===== src/rtl/sdrc_wb_pkg.sv =====
// Shared Wishbone constants and FSM state type for the SDRAM traffic generator.
package sdrc_wb_pkg;
  localparam logic [2:0] CTI_CLASSIC = 3'b000;
  localparam logic [2:0] CTI_INCR    = 3'b010;
  localparam logic [2:0] CTI_EOB     = 3'b111;
  localparam int         ERR_CNT_W   = 16;

  typedef enum logic [1:0] {
    IDLE = 2'd0,
    BUS  = 2'd1,
    DONE = 2'd2
  } state_t;
endpackage


===== src/rtl/wb_beat_gen.sv =====
// Beat sequencer: tracks the current beat index, its byte address and its
// pattern word, and flags the final beat of the burst.
module wb_beat_gen #(
  parameter int APP_AW = 26,
  parameter int DW     = 32,
  parameter int LEN_W  = 8
) (
  input  logic              clk,
  input  logic              rst_n,
  input  logic              load,
  input  logic              advance,
  input  logic [APP_AW-1:0] start_addr,
  input  logic [DW-1:0]     seed,
  input  logic [LEN_W-1:0]  len,
  output logic [APP_AW-1:0] beat_addr,
  output logic [DW-1:0]     beat_data,
  output logic              last_beat,
  output logic              single_beat
);
  localparam logic [APP_AW-1:0] STEP = APP_AW'(DW / 8);

  logic [APP_AW-1:0] addr_q, addr_d;
  logic [DW-1:0]     data_q, data_d;
  logic [LEN_W-1:0]  idx_q, idx_d;
  logic [LEN_W-1:0]  len_q, len_d;

  always_comb begin
    addr_d = addr_q;
    data_d = data_q;
    idx_d  = idx_q;
    len_d  = len_q;
    if (load) begin
      addr_d = start_addr;
      data_d = seed;
      idx_d  = '0;
      len_d  = len;
    end else if (advance) begin
      // Address and pattern both wrap naturally at their own widths.
      addr_d = addr_q + STEP;
      data_d = data_q + DW'(1);
      idx_d  = idx_q + LEN_W'(1);
    end
  end

  always_ff @(posedge clk or negedge rst_n) begin
    if (!rst_n) begin
      addr_q <= '0;
      data_q <= '0;
      idx_q  <= '0;
      len_q  <= '0;
    end else begin
      addr_q <= addr_d;
      data_q <= data_d;
      idx_q  <= idx_d;
      len_q  <= len_d;
    end
  end

  assign beat_addr   = addr_q;
  assign beat_data   = data_q;
  assign last_beat   = (idx_q == len_q - LEN_W'(1));
  assign single_beat = (len_q == LEN_W'(1));
endmodule


===== src/rtl/wb_burst_master.sv =====
// Wishbone burst initiator: writes a seed+k pattern or reads it back and
// counts mismatches, with a per-beat ack timeout.
module wb_burst_master
  import sdrc_wb_pkg::*;
#(
  parameter int APP_AW = 26,
  parameter int dw     = 32,
  parameter int LEN_W  = 8,
  parameter int TMO_W  = 10
) (
  input  logic                 wb_clk_i,
  input  logic                 wb_resetn,
  input  logic                 sdr_init_done,
  input  logic                 cmd_valid,
  output logic                 cmd_ready,
  input  logic                 cmd_we,
  input  logic [APP_AW-1:0]    cmd_addr,
  input  logic [LEN_W-1:0]     cmd_len,
  input  logic [dw-1:0]        cmd_seed,
  output logic                 wb_cyc_o,
  output logic                 wb_stb_o,
  output logic                 wb_we_o,
  output logic [APP_AW-1:0]    wb_addr_o,
  output logic [dw-1:0]        wb_dat_o,
  output logic [dw/8-1:0]      wb_sel_o,
  output logic [2:0]           wb_cti_o,
  input  logic                 wb_ack_i,
  input  logic [dw-1:0]        wb_dat_i,
  output logic                 busy,
  output logic                 done,
  output logic [ERR_CNT_W-1:0] err_cnt,
  output logic [APP_AW-1:0]    first_err_addr,
  output logic                 timeout_err
);
  // Firing on this count value means 2^TMO_W-1 consecutive idle cycles.
  localparam logic [TMO_W-1:0] TMO_LAST = {TMO_W{1'b1}} - TMO_W'(1);

  state_t                state_q, state_d;
  logic                  we_q, we_d;
  logic [TMO_W-1:0]      tmo_q, tmo_d;
  logic [ERR_CNT_W-1:0]  err_q, err_d;
  logic [APP_AW-1:0]     ferr_q, ferr_d;
  logic                  tmo_err_q, tmo_err_d;

  logic                  in_bus, accept, beat_ack, mismatch;
  logic [APP_AW-1:0]     beat_addr;
  logic [dw-1:0]         beat_data;
  logic                  last_beat, single_beat;

  assign in_bus    = (state_q == BUS);
  assign cmd_ready = wb_resetn && (state_q == IDLE) && sdr_init_done;
  assign accept    = cmd_valid && cmd_ready;
  assign beat_ack  = in_bus && wb_ack_i;
  assign mismatch  = beat_ack && !we_q && (wb_dat_i != beat_data);

  wb_beat_gen #(.APP_AW(APP_AW), .DW(dw), .LEN_W(LEN_W)) u_beat_gen (
    .clk         (wb_clk_i),
    .rst_n       (wb_resetn),
    .load        (accept),
    .advance     (beat_ack),
    .start_addr  (cmd_addr),
    .seed        (cmd_seed),
    .len         (cmd_len),
    .beat_addr   (beat_addr),
    .beat_data   (beat_data),
    .last_beat   (last_beat),
    .single_beat (single_beat)
  );

  always_comb begin
    state_d   = state_q;
    we_d      = we_q;
    tmo_d     = tmo_q;
    err_d     = err_q;
    ferr_d    = ferr_q;
    tmo_err_d = tmo_err_q;
    case (state_q)
      IDLE: begin
        if (accept) begin
          we_d      = cmd_we;
          tmo_d     = '0;
          err_d     = '0;
          ferr_d    = '0;
          tmo_err_d = 1'b0;
          state_d   = (cmd_len == '0) ? DONE : BUS;
        end
      end
      BUS: begin
        if (wb_ack_i) begin
          tmo_d = '0;
          if (mismatch) begin
            if (err_q != {ERR_CNT_W{1'b1}}) err_d = err_q + ERR_CNT_W'(1);
            // Count is cleared on accept and never wraps, so zero means "first".
            if (err_q == '0) ferr_d = beat_addr;
          end
          if (last_beat) state_d = DONE;
        end else if (tmo_q == TMO_LAST) begin
          tmo_err_d = 1'b1;
          state_d   = DONE;
        end else begin
          tmo_d = tmo_q + TMO_W'(1);
        end
      end
      DONE:    state_d = IDLE;
      default: state_d = IDLE;
    endcase
  end

  always_ff @(posedge wb_clk_i or negedge wb_resetn) begin
    if (!wb_resetn) begin
      state_q   <= IDLE;
      we_q      <= 1'b0;
      tmo_q     <= '0;
      err_q     <= '0;
      ferr_q    <= '0;
      tmo_err_q <= 1'b0;
    end else begin
      state_q   <= state_d;
      we_q      <= we_d;
      tmo_q     <= tmo_d;
      err_q     <= err_d;
      ferr_q    <= ferr_d;
      tmo_err_q <= tmo_err_d;
    end
  end

  assign wb_cyc_o  = in_bus;
  assign wb_stb_o  = in_bus;
  assign wb_we_o   = in_bus && we_q;
  assign wb_addr_o = in_bus ? beat_addr : '0;
  assign wb_dat_o  = in_bus ? beat_data : '0;
  assign wb_sel_o  = {(dw/8){in_bus}};
  assign wb_cti_o  = !in_bus     ? CTI_CLASSIC :
                     single_beat ? CTI_CLASSIC :
                     last_beat   ? CTI_EOB     : CTI_INCR;

  assign busy           = in_bus;
  assign done           = (state_q == DONE);
  assign err_cnt        = err_q;
  assign first_err_addr = ferr_q;
  assign timeout_err    = tmo_err_q;
endmodule

===== config.mk =====
export PLATFORM = sky130hd
export DESIGN_NAME = wb_burst_master
export DESIGN_NICKNAME = d
export VERILOG_FILES = /design/src/rtl/sdrc_wb_pkg.sv /design/src/rtl/wb_beat_gen.sv /design/src/rtl/wb_burst_master.sv
export SDC_FILE = /design/constraint.sdc
export NUM_CORES = 1
export LEC_CHECK = 0
export BUFFER_PORTS_ARGS = -buffer_cell sky130_fd_sc_hd__buf_2
export CORE_MARGIN = 4
export CORE_UTILIZATION = 39
export DETAILED_ROUTE_END_ITERATION = 7
export GPL_TIMING_DRIVEN = 0
export PLACE_DENSITY_LB_ADDON = 0.1
export SETUP_SLACK_MARGIN = 0.1
export SLEW_MARGIN = 30
export SYNTH_ARGS = -nofsm -noshare
export SYNTH_HDL_FRONTEND = slang
export SYNTH_HIERARCHICAL = 1
export SYNTH_SLANG_ARGS = --single-unit

===== constraint.sdc =====
create_clock -name wb_clk_i -period 6.1 [get_ports wb_clk_i]
set_input_delay 1.22 -clock wb_clk_i [delete_from_list [all_inputs] [get_ports wb_clk_i]]
set_output_delay 1.22 -clock wb_clk_i [all_outputs]
set_load 0.01 [all_outputs]

==> results of run 1 <==
[registers in the layout (all words and copies together) (netlist names)]
name	flops
err_cnt	16
first_err_addr	26
state_q	2
timeout_err	1
tmo_q	10
u_beat_gen/beat_addr	26
u_beat_gen/beat_data	32
u_beat_gen/idx_q	8
u_beat_gen/len_q	8
we_q	1
[worst max-delay path, delay by kind of cell, from the launching register on]
kind / cells / cell delay (ns)
flops: 1 / 0.36
xor+xnor: 1 / 0.11
simple gates: 4 / 1.72
buf+inv: 3 / 0.41
[how the worst min path moves through the flow]
stage	from	cells past startpoint	slack [ns]	end
final	timeout_err	2	0.50	timeout_err
after global routing	u_beat_gen/beat_addr[1]	1	0.52	u_beat_gen/beat_addr[1]
after CTS	timeout_err	2	0.50	timeout_err
after detailed placement	timeout_err	2	0.48	timeout_err
after global placement	timeout_err	2	0.49	timeout_err
after floorplan	u_beat_gen/beat_addr[0]	1	0.48	u_beat_gen/beat_addr[0]
[per-layer routing]
layer  up-vias  wire (um)  track usage
met3        27       1180       0.0413
met5         -          0            0
li1       3696          -            -
met4         0        317       0.0485
met1      3657      11500        0.318
met2       199      12200        0.356
[synth_stat cells (2+ instances only)]
library cell	instances
sky130_fd_sc_hd__a21oi_1	6
sky130_fd_sc_hd__a22oi_1	2
sky130_fd_sc_hd__a31o_2	5
sky130_fd_sc_hd__a31oi_1	30
sky130_fd_sc_hd__and2_1	37
sky130_fd_sc_hd__and3_1	15
sky130_fd_sc_hd__and4_1	8
sky130_fd_sc_hd__buf_1	5
sky130_fd_sc_hd__buf_2	6
sky130_fd_sc_hd__buf_4	7
sky130_fd_sc_hd__buf_6	6
sky130_fd_sc_hd__clkbuf_1	31
sky130_fd_sc_hd__dfrtp_1	130
sky130_fd_sc_hd__ha_1	9
sky130_fd_sc_hd__inv_1	49
sky130_fd_sc_hd__mux2_2	9
sky130_fd_sc_hd__mux2i_1	30
sky130_fd_sc_hd__nand2_1	127
sky130_fd_sc_hd__nand2b_1	5
sky130_fd_sc_hd__nand3_1	54
sky130_fd_sc_hd__nand4_1	26
sky130_fd_sc_hd__nand4_2	4
sky130_fd_sc_hd__nor2_1	51
sky130_fd_sc_hd__nor2b_1	3
sky130_fd_sc_hd__nor3_1	11
sky130_fd_sc_hd__nor4_1	21
sky130_fd_sc_hd__o211ai_1	6
sky130_fd_sc_hd__o21a_1	3
sky130_fd_sc_hd__o21ai_0	44
sky130_fd_sc_hd__o31a_1	3
sky130_fd_sc_hd__o31ai_1	15
sky130_fd_sc_hd__o41ai_1	4
sky130_fd_sc_hd__or2_2	2
sky130_fd_sc_hd__or3_1	11
sky130_fd_sc_hd__or4_1	30
sky130_fd_sc_hd__xnor2_1	19
sky130_fd_sc_hd__xor2_1	63
[per-stage QoR]
stage          power (W)  cells  setup WS [ns]  area (sq um)
2_1_floorplan    0.00267    909           2.84          7990
3_3_place_gp     0.00337   1396         -0.230          9420
3_5_place_dp     0.00339   1397           1.88          9450
4_1_cts          0.00443   1429           1.85         10000
5_1_grt          0.00473   1429           1.68         10000
6_report         0.00440   1429           1.87         10000
[logic make-up after synthesis]
logic type / count (synthesis) / synth area share
simple gates: 415 / 0.275
flops: 130 / 0.407
compound gates: 129 / 0.104
buf+inv: 105 / 0.0592
xor+xnor: 82 / 0.0899
mux: 39 / 0.0503
fa+ha+maj: 9 / 0.0141
[final cells by class]
type                    instances  area, sq um
plain buffers                  55          285
clock buffers                  18          429
clock inverters                14          156
fillers                      2001        10100
inverters                      50          188
multi-input cells             674         4270
flip-flops and latches        130         3250
well taps                     270          338
repair buffers                218         1120
[report_power, final]
group	internal [W]	leakage [nW]	switching, W
sequential	0.00114	1.64	0.000464
combinational	0.000767	2.76	0.000998
clock	0.000606	0.274	0.000419
total	0.00252	4.67	0.00188
==> metrics.sh, run 1 <==
RUN_STATUS='finished, final reports clean'
NETLIST_AREA_SQ_UM=7990
FINAL.SETUP_SKEW_NS=0.0133
FLOORPLAN.IO_PINS=218
START_UTIL=0.396
FINAL-SETUP-VIOL-COUNT=0
YOSYSSEQAREASHARE=0.407
HOLD_VIOL=0
R2R_CELLS=12
CP_DATA_ARRIVAL_TIME_NS=3.01
POST_SYNTHESIS_CELLS=909
POST_CTS_RESIZE_COUNT=0
CP-END-KIND='output port'
GRT_START_MAX_NET_PINS=77
REGTOREGSTARTPOINT='state_q[1]'
CTS_ROOT_BUF='sky130_fd_sc_hd__clkbuf_16'
ASYNCSETRESETFLOPFRACSYNTH=1.00
RSZ_0062_RAISED_AFTER_GLOBAL_ROUTING='no'
REGTOREGENDPOINT='u_beat_gen/beat_data[20]'
CTS-HTREE-LEVELS=4
ANTENNA_VIOLATING_NETS_POST_ROUTE=0
LAYOUT.NETS=1259
CRITPATHSLOWESTCELL='sky130_fd_sc_hd__or4_1'
MOST_FREQUENT_CELLS_IN_THE_LAYOUT='sky130_fd_sc_hd__buf_2 (222), sky130_fd_sc_hd__dfrtp_1 (130), sky130_fd_sc_hd__nand2_1 (127), sky130_fd_sc_hd__xor2_1 (63), sky130_fd_sc_hd__nand3_1 (54)'
TIMING.FINAL.CRIT_SHARE=0.694
CTS-BUFFERS-INSERTED=17
DRV_CAP=0
POWER.LEAKAGE_nW=4.67
POSTCTSHOLDBUFS=0
TRACK_USAGE=0.223
VIAS_PER_CELL=5.30
CTS.REPAIR_TIMING.SETUP_BUFFER_COUNT=0
LAYOUT_COMMONEST_CELL='sky130_fd_sc_hd__buf_2'
ELEMENT_TYPE_AT_THE_CRITICAL_PATH_START='flip-flop'
FINALHOLDWORSTSLACK_NS=0.499
CRITICAL_PATH.ENDPOINT='wb_cti_o[2]'
SYNTHTOLAYOUTAREAGROWTH_PCT=25.6
TIMING.REG2REG.SETUP_SLACK_NS=2.43
SYNTH.LIB_CELLS_USED.DISTINCT=59
CTS_TREE='built'
INITIALDRTVIOLATIONCOUNT=404
CLOCK_PATH_BUFFERS=2
NUMBER_OF_BUFFERS_ADDED_ON_PORTS=217
DATA_REQUIRED_TIME_OF_THE_WORST_PATH_NS=4.88
FMAX_MHz=236
DOMINANTREGCELLSYNTH='sky130_fd_sc_hd__dfrtp_1'
FINAL.MIN_CLOCK_PERIOD_NS=4.23
FP.DIEW_UM=151
TIMING_WORST_SETUP_PATH_TYPE='flip-flop to output port'
DIE_AREA_SQ_UM=22800
POWERDENSITY_nW_PER_UM2=438
VDD_IR_DROP_MAX_mV=0.237
CLK-INSERTION-DELAY-LATE_NS=0.43
GRT_ANTENNA_BEFORE_REPAIR=0
DRT-TOTAL-WL_UM=25200
TIMING.SETUP.TNS_NS=0
SYNTH_NETS=1022
ROUTE.DETAILED.DRC=0
PLACE_CONGESTION=0.837
GRT_FIRST_PASS_WIRELENGTH_UM=39700
HOLDCRITPATHCLASS='flip-flop to flip-flop'
CRITPATHMAXFANOUT=8
VIAS=7579
SYNTH_AREA_LEADER_CELL='sky130_fd_sc_hd__dfrtp_1'
GRT_OVF=0
SINKS_ON_THE_CLOCK_NET=130
POST_SYNTH_MAIN_AREA_CONTRIBUTORS='sky130_fd_sc_hd__dfrtp_1 (41%), sky130_fd_sc_hd__xor2_1 (6.9%), sky130_fd_sc_hd__nand2_1 (6.0%)'
CRIT_START='u_beat_gen/len_q[2]'
YS_FF_LATCH=130
FIRST_PASS_ITERS=5
WORST_SETUP_HOLD_PATH_CLK_SLEW_NS=0.06
WORSTPATHCELLLIST='clkbuf_1 > or4_1 > nor4_1 > xnor2_1 > nor4_1 > and2_1 > buf_4 > buf_2'
CP_COMMON_CELL='sky130_fd_sc_hd__nor4_1'
WORSTMARGINPINSLEW_NS=0.748
SYNTH_AREA_PER_CELL_SQ_UM=8.79
FINAL_LAYOUT_SIZE_SUFFIX_GT1_FRAC=0.257
SYNTH.TOP_CELL.AREA_SHARE=0.407
FIRST_GLOBAL_VIAS=7226
POST_DRT_WL_PER_CELL_UM=17.6
SITE_ROW_COUNT=52
HPWL_UM=19200
ANTENNA-DIODE-COUNT=0
SLEW-LIMIT-HEADROOM=0.496
SYNTH_WARNINGS=6
DIE_HEIGHT_UM=151
FINAL_CORE_UTILIZATION=0.498
CRITPATHMAXSTAGEDELAY_NS=0.60
FP.COREAREA_SQ_UM=20200
SLEW_VIOLATIONS=0
SYNTH_ENABLE_FLOP_CELLS=0
Power figures use the tool's default switching activity.
==> run 2, diff against run 1 <==
- clock period: 6.1 -> 3.9 ns (I/O delays scaled with it)
==> run 2 against run 1 <==
Against the previous run: routed wire length is 0.31% higher; via count decreased by 0.41%; non-clock buffer count unchanged; worst setup slack worse by 1.6 ns; sequential power increased by 56%; hold slack worse by 0.23 ns; final cell count unchanged; core utilization about the same; global-route usage about the same; sequential cell count stayed put; power rose by 57%; sequential share of layout area hardly changed; critical path type unchanged; largest cell class unchanged.
==> metrics.sh, run 2 (synthesis gave the netlist of run 1 again) <==
WORSTMARGINPINSLEW_NS=0.748  # about the same
GRT_ANTENNA_BEFORE_REPAIR=0  # unchanged
LAYOUT.NETS=1259  # unchanged
DIE_AREA_SQ_UM=22800  # unchanged
FLOORPLAN.IO_PINS=218  # unchanged
FINAL_CORE_UTILIZATION=0.498  # about the same
VIAS=7548  # was 7579
DRT-TOTAL-WL_UM=25200  # about the same
SHARE_CLK_OF_TOTAL_POWER=0.233  # about the same
RSZ_0062_RAISED_AFTER_GLOBAL_ROUTING='no'  # unchanged
POWER.SEQUENTIAL.FRACTION=0.365  # was 0.366
SYNTHTOLAYOUTAREAGROWTH_PCT=25.7  # was 25.6%
CTS_ROOT_BUF='sky130_fd_sc_hd__clkbuf_16'  # unchanged
FINAL_CELL_AREA_SQ_UM=10000  # about the same
POWER.LEAKAGE_nW=4.67  # about the same
POST_DRT_WL_PER_CELL_UM=17.7  # was 17.6 um
CLK-INSERTION-DELAY-LATE_NS=0.43  # about the same
PLACE_CONGESTION=0.837  # unchanged
CELLINTERNALPOWER_W=0.00394  # was 0.00252 W
TRACK_USAGE=0.224  # was 0.223
TIMING.FINAL.CRIT_SHARE=0.931
VDD_IR_DROP_MAX_mV=0.360  # was 0.237 mV
FMAX_MHz=275
ROUTE.DETAILED.DRC=0  # unchanged
SHARE_OF_TOTAL_POWER_IN_COMBINATIONAL_LOGIC=0.402  # was 0.401
CLOCK_PATH_BUFFERS=2  # unchanged
CTS-BUFFERS-INSERTED=17  # unchanged
FIRST_GLOBAL_VIAS=7228  # was 7226
CTS_TREE='built'  # unchanged
CP.DEPTH=8  # unchanged
CRITPATHSLOWESTCELL='sky130_fd_sc_hd__or4_1'  # unchanged
SLEW_VIOLATIONS=0  # unchanged
TIMING_WORST_SETUP_PATH_TYPE='flip-flop to output port'  # unchanged
FINAL.SETUP_SKEW_NS=0.0114  # was 0.0133 ns
INITIALDRTVIOLATIONCOUNT=407  # was 404
SLEW-LIMIT-HEADROOM=0.497  # was 0.496
CP_NUM_BUF_INV=3  # unchanged
FINAL_LAYOUT_SIZE_SUFFIX_GT1_FRAC=0.259  # was 0.257
SITE_ROW_COUNT=52  # unchanged
FINAL.MIN_CLOCK_PERIOD_NS=3.63
CTS-HTREE-LEVELS=4  # unchanged
FP.DIEW_UM=151  # unchanged
HOLD_VIOL=0  # unchanged
FINAL-SETUP-VIOL-COUNT=0  # unchanged
CRITPATHMAXSTAGEDELAY_NS=0.60  # about the same
GRT_OVF=0  # unchanged
FIRST_PASS_ITERS=5  # unchanged
POWERDENSITY_nW_PER_UM2=686  # was 438 nW/um^2
MOST_FREQUENT_CELLS_IN_THE_LAYOUT='sky130_fd_sc_hd__buf_2 (222), sky130_fd_sc_hd__dfrtp_1 (130), sky130_fd_sc_hd__nand2_1 (127), sky130_fd_sc_hd__xor2_1 (63), sky130_fd_sc_hd__nand3_1 (54)'  # unchanged
SWITCHING_SHARE=0.428  # about the same
RUN_STATUS='finished, final reports clean'  # unchanged
LAYOUT_COMMONEST_CELL='sky130_fd_sc_hd__buf_2'  # unchanged
POSTCTSHOLDBUFS=0  # unchanged
HOLDCRITPATHCLASS='input pin to async pin'  # was flip-flop to flip-flop
HPWL_UM=19200  # unchanged
P_SWITCHING_W=0.00295  # was 0.00188 W
CP_DATA_ARRIVAL_TIME_NS=2.85  # was 3.01 ns
DIE_HEIGHT_UM=151  # unchanged
POWER_W=0.00689  # was 0.00440 W
START_UTIL=0.396  # unchanged
CRITPATHMAXFANOUT=8  # unchanged
SINKS_ON_THE_CLOCK_NET=130  # unchanged
FP.COREAREA_SQ_UM=20200  # unchanged
ANTENNA_VIOLATING_NETS_POST_ROUTE=0  # unchanged
GRT_START_MAX_NET_PINS=77  # unchanged
WORSTPATHCELLLIST='clkbuf_1 > or4_1 > nor4_1 > xnor2_1 > nor4_2 > and2_1 > buf_4 > buf_2'  # was clkbuf_1 > or4_1 > nor4_1 > xnor2_1 > nor4_1 > and2_1 > buf_4 > buf_2
CP-END-KIND='output port'  # unchanged
VIAS_PER_CELL=5.28  # was 5.30
R2R_CELLS=12  # unchanged
GRT_FIRST_PASS_WIRELENGTH_UM=39700  # about the same
TIMING.CRITICAL_PATH.MAX_DELAY_FAMILY='simple AND/OR/NAND/NOR gates'  # unchanged
ELEMENT_TYPE_AT_THE_CRITICAL_PATH_START='flip-flop'  # unchanged
FLIP_FLOP_COUNT_OF_THE_LARGEST_REGISTER_AFTER_LAYOUT=32  # unchanged
ANTENNA-DIODE-COUNT=0  # unchanged
DRV_CAP=0  # unchanged
NUMBER_OF_BUFFERS_ADDED_ON_PORTS=217  # unchanged
WORST_SETUP_HOLD_PATH_CLK_SLEW_NS=0.06  # about the same
DATA_REQUIRED_TIME_OF_THE_WORST_PATH_NS=3.12  # was 4.88 ns
PLACED_CELL_AREA_SQ_UM=9450  # unchanged
## run 2: changes by cell type in the layout (fill, tap and decap cells not counted)
cell / change
sky130_fd_sc_hd__nor4_2: +1
sky130_fd_sc_hd__nor4_1: -1
sky130_fd_sc_hd__clkbuf_1: -1
sky130_fd_sc_hd__clkbuf_2: +1
## run 2: timing repair
action                     4_1_cts  5_1_grt
buffers inserted                 0        0
setup endpoints to repair        1        5
gates resized for setup          1        2
## run 2: power by group through the flow
| stage | Combinational [W] | Clock, W | Sequential (W) |
|---|---|---|---|
| 2_1_floorplan | 0.00185 | 0 | 0.00232 |
| 3_3_place_gp | 0.00274 | 0 | 0.00253 |
| 3_5_place_dp | 0.00278 | 0 | 0.00253 |
| 4_1_cts | 0.00280 | 0.00163 | 0.00251 |
| 5_1_grt | 0.00311 | 0.00169 | 0.00261 |
| 6_report | 0.00277 | 0.00161 | 0.00251 |
## run 2: metal layers
layer | global-route usage | vias to the layer above | routed length (um)
met2 | 0.357 | 197 | 12200
li1 | - | 3694 | -
met1 | 0.318 | 3628 | 11400
met4 | 0.0485 | 0 | 331
met3 | 0.0413 | 29 | 1270
met5 | 0 | - | 0
## run 2: worst paths after layout
path / from / endpoint / slack, ns
max: u_beat_gen/len_q[2] / wb_cti_o[2] / 0.27
min reg2reg: timeout_err / timeout_err / 0.50
min in group wb_clk_i: timeout_err / timeout_err / 0.50
max reg2reg: state_q[1] / u_beat_gen/beat_data[26] / 0.44
max in group asynchronous: wb_resetn / u_beat_gen/idx_q[7] / 2.90
min: wb_resetn / u_beat_gen/beat_addr[23] / 0.27
## run 2: final cells by class
| type | instances | area, sq um |
|---|---|---|
| fill | 2005 | 10100 |
| multi-input combinational | 674 | 4270 |
| sequential | 130 | 3250 |
| timing repair buffer | 218 | 1120 |
| clock buffer | 18 | 429 |
| tap | 270 | 338 |
| buffer | 55 | 287 |
| inverter | 50 | 188 |
| clock inverter | 14 | 156 |
## run 2: metrics by stage
stage | setup TNS, ns | hold slack [ns] | std cells | setup WS, ns
6_report | 0 | 0.272 | 1429 | 0.270
5_1_grt | 0 | 0.315 | 1429 | 0.103
4_1_cts | 0 | 0.297 | 1429 | 0.248
3_5_place_dp | 0 | 0.485 | 1397 | 0.124
3_3_place_gp | -184.12 | 0.485 | 1396 | -1.99
2_1_floorplan | 0 | 0.481 | 909 | 1.08
==> run 3, diff against run 2 <==
- CORE_UTILIZATION: 39 -> 54
- RECOVER_POWER: default -> 50
==> run 3 against run 2 <==
Against the previous run: the run now ends with capacitance limit, slew limit left; clock power increased by 7%; sequential cell count unchanged; combinational power about the same; final cell count decreased by 5.8%; worst setup slack got worse by 0.0019 ns.
==> metrics.sh, run 3 (synthesis gave the netlist of run 1 again) <==
RUN_STATUS='complete, but fails checks'  # was finished, final reports clean
FAILED_CHECKS='capacitance limit, slew limit'
CLOCK_PATH_BUFFERS=2  # unchanged
FINAL.MIN_CLOCK_PERIOD_NS=3.63  # about the same
LAYOUT_COMMONEST_CELL='sky130_fd_sc_hd__buf_2'  # unchanged
FIRST_GLOBAL_VIAS=7433  # was 7228
FLIP_FLOP_COUNT_OF_THE_LARGEST_REGISTER_AFTER_LAYOUT=32  # unchanged
TIMING.REG2REG.SETUP_SLACK_NS=0.27  # was 0.44 ns
SETUP_SLACK_NS=0.268  # was 0.270 ns
LAYOUT.NETS=1259  # unchanged
ROUTE.DETAILED.DRC=0  # unchanged
TIMING_WORST_SETUP_PATH_TYPE='flip-flop to flip-flop'  # was flip-flop to output port
TRACK_USAGE=0.286  # was 0.224
CTS_TREE='built'  # unchanged
START_UTIL=0.550  # was 0.396
HOLD_VIOL=0  # unchanged
SLEW_VIOLATIONS=69  # was 0
RSZ_0062_RAISED_AFTER_GLOBAL_ROUTING='no'  # unchanged
R2R_CELLS=12  # unchanged
CTS-BUFFERS-INSERTED=17  # unchanged
WORSTMARGINPINSLEW_NS=1.70  # was 0.748 ns
VIAS=7806  # was 7548
HPWL_UM=18000  # was 19200 um
HOLDCRITPATHCLASS='input pin to async pin'  # unchanged
POWERDENSITY_nW_PER_UM2=708  # was 686 nW/um^2
SITE_ROW_COUNT=44  # was 52
WORST_SETUP_HOLD_PATH_CLK_SLEW_NS=0.06  # about the same
REGISTER_CELL_AREA_AFTER_LAYOUT_SQ_UM=3250  # unchanged
GRT_ANTENNA_BEFORE_REPAIR=3  # was 0
DIE_AREA_SQ_UM=16800  # was 22800 sq um
DIE_HEIGHT_UM=130  # was 151 um
TIMING.FINAL.CRIT_SHARE=0.931  # about the same
CTS_ROOT_BUF='sky130_fd_sc_hd__clkbuf_16'  # unchanged
FINALNONFILLERCELLS=1346  # was 1429
FILLCELLCOUNT=1296  # was 2005
SYNTHTOLAYOUTAREAGROWTH_PCT=23.9  # was 25.7%
CP-END-KIND='flip-flop'  # was output port
MOST_FREQUENT_CELLS_IN_THE_LAYOUT='sky130_fd_sc_hd__buf_2 (177), sky130_fd_sc_hd__dfrtp_1 (130), sky130_fd_sc_hd__nand2_1 (127), sky130_fd_sc_hd__clkbuf_1 (76), sky130_fd_sc_hd__xor2_1 (63)'  # was sky130_fd_sc_hd__buf_2 (222), sky130_fd_sc_hd__dfrtp_1 (130), sky130_fd_sc_hd__nand2_1 (127), sky130_fd_sc_hd__xor2_1 (63), sky130_fd_sc_hd__nand3_1 (54)
FINAL.SETUP_SKEW_NS=0.00869  # was 0.0114 ns
FLOORPLAN.IO_PINS=218  # unchanged
CTS.REPAIR_TIMING.SETUP_BUFFER_COUNT=0  # unchanged
CRITPATHMAXFANOUT=10  # was 8
PLACE_WS_NS=0.249  # was 0.124 ns
FP.DIEW_UM=130  # was 151 um
CTS-HTREE-LEVELS=4  # unchanged
FINAL-SETUP-VIOL-COUNT=0  # unchanged
DRV_CAP=1  # was 0
POST_DRT_WL_PER_CELL_UM=18.0  # was 17.7 um
CP_DATA_ARRIVAL_TIME_NS=3.98  # was 2.85 ns
REGTOREGSTARTPOINT='state_q[1]'  # unchanged
FIRST_PASS_ITERS=5  # unchanged
DRT-TOTAL-WL_UM=24300  # was 25200 um
CLK-INSERTION-DELAY-LATE_NS=0.43  # about the same
POWER.LEAKAGE_nW=4.51  # was 4.67 nW
FMAX_MHz=275  # about the same
FINAL_LAYOUT_SIZE_SUFFIX_GT1_FRAC=0.217  # was 0.259
DATA_REQUIRED_TIME_OF_THE_WORST_PATH_NS=4.24  # was 3.12 ns
VIAS_PER_CELL=5.80  # was 5.28
AREA_TAKEN_BY_MULTI_INPUT_LOGIC_GATES_SQ_UM=4260  # was 4270 sq um
GRT_OVF=0  # unchanged
INITIALDRTVIOLATIONCOUNT=622  # was 407
SINKS_ON_THE_CLOCK_NET=130  # unchanged
GRT_START_MAX_NET_PINS=69  # was 77
PLACE_CONGESTION=0.929  # was 0.837
REGTOREGENDPOINT='u_beat_gen/beat_data[26]'  # unchanged
GRT_FIRST_PASS_WIRELENGTH_UM=37700  # was 39700 um
SLEW-LIMIT-HEADROOM=-0.136  # was 0.497
NUMBER_OF_BUFFERS_ADDED_ON_PORTS=217  # unchanged
FP.COREAREA_SQ_UM=14500  # was 20200 sq um
VDD_IR_DROP_MAX_mV=0.381  # was 0.360 mV
ANTENNA_VIOLATING_NETS_POST_ROUTE=0  # unchanged
PLACED_CELLS=1311  # was 1397
ELEMENT_TYPE_AT_THE_CRITICAL_PATH_START='flip-flop'  # unchanged
run 3: stage by stage:
step / TNS (ns) / cell area, sq um / util / hold slack (ns) / power (W)
3_5_place_dp: 0 / 9350 / 0.643 / 0.500 / 0.00527
5_1_grt: 0 / 9900 / 0.681 / 0.319 / 0.00744
2_1_floorplan: 0 / 7990 / - / 0.481 / 0.00417
4_1_cts: 0 / 9990 / 0.687 / 0.310 / 0.00701
6_report: 0 / 9900 / 0.681 / 0.270 / 0.00701
3_3_place_gp: -151.94 / 9310 / 0.640 / 0.487 / 0.00521
run 3: timing repair:
item | 4_1_cts | 5_1_grt
endpoints found under the setup margin | 2 | 1
gates resized for setup | 1 | 0
hold buffers | 0 | 0
pin swaps | 0 | 1
run 3: critical path, cell delays in order, from the launching register on:
cell	delay (ns)
sky130_fd_sc_hd__dfrtp_1	0.35
sky130_fd_sc_hd__buf_2	0.18
sky130_fd_sc_hd__nand2b_1	0.15
sky130_fd_sc_hd__clkbuf_1	0.19
sky130_fd_sc_hd__inv_1	0.16
sky130_fd_sc_hd__clkbuf_1	0.42
sky130_fd_sc_hd__and2_1	0.29
sky130_fd_sc_hd__buf_2	0.26
sky130_fd_sc_hd__and3_1	0.18
sky130_fd_sc_hd__clkbuf_1	0.29
sky130_fd_sc_hd__nand4_1	0.34
sky130_fd_sc_hd__or4_1	0.56
sky130_fd_sc_hd__a31oi_1	0.17
run 3: worst max path at each step:
stage / from / endpoint / slack, ns / cells after the start
2_1_floorplan: state_q[1] / u_beat_gen/beat_addr[24] / 1.08 / 11
3_3_place_gp: wb_resetn / u_beat_gen/beat_addr[14] / -1.63 / 10
3_5_place_dp: wb_resetn / u_beat_gen/beat_addr[14] / 0.25 / 10
4_1_cts: u_beat_gen/len_q[2] / wb_cti_o[2] / 0.17 / 8
5_1_grt: state_q[1] / u_beat_gen/beat_data[26] / 0.11 / 12
6_report: state_q[1] / u_beat_gen/beat_data[26] / 0.27 / 12
run 3: layout make-up:
type	instances	share of cell area
diodes	3	0.000758
plain buffers	55	0.0287
clock buffers	19	0.0457
clock inverters	13	0.0184
inverters	50	0.0190
multi-input cells	674	0.430
flip-flops and latches	130	0.328
well taps	184	0.0232
repair buffers	218	0.106
run 3: where the power goes:
part / leakage (nW) / internal, W / switching (W)
registers: 1.64 / 0.00179 / 0.000745
clock network: 0.301 / 0.00110 / 0.000619
logic: 2.57 / 0.00118 / 0.00158
total: 4.51 / 0.00407 / 0.00294
run 3: layer usage:
metal / share of wire / track usage / vias up / wire [um]
met5: 0 / 0 / - / 0
met4: 0.019 / 0.0941 / 0 / 450
met3: 0.072 / 0.0594 / 33 / 1740
met2: 0.48 / 0.473 / 303 / 11700
met1: 0.43 / 0.378 / 3772 / 10300
li1: - / - / 3698 / -
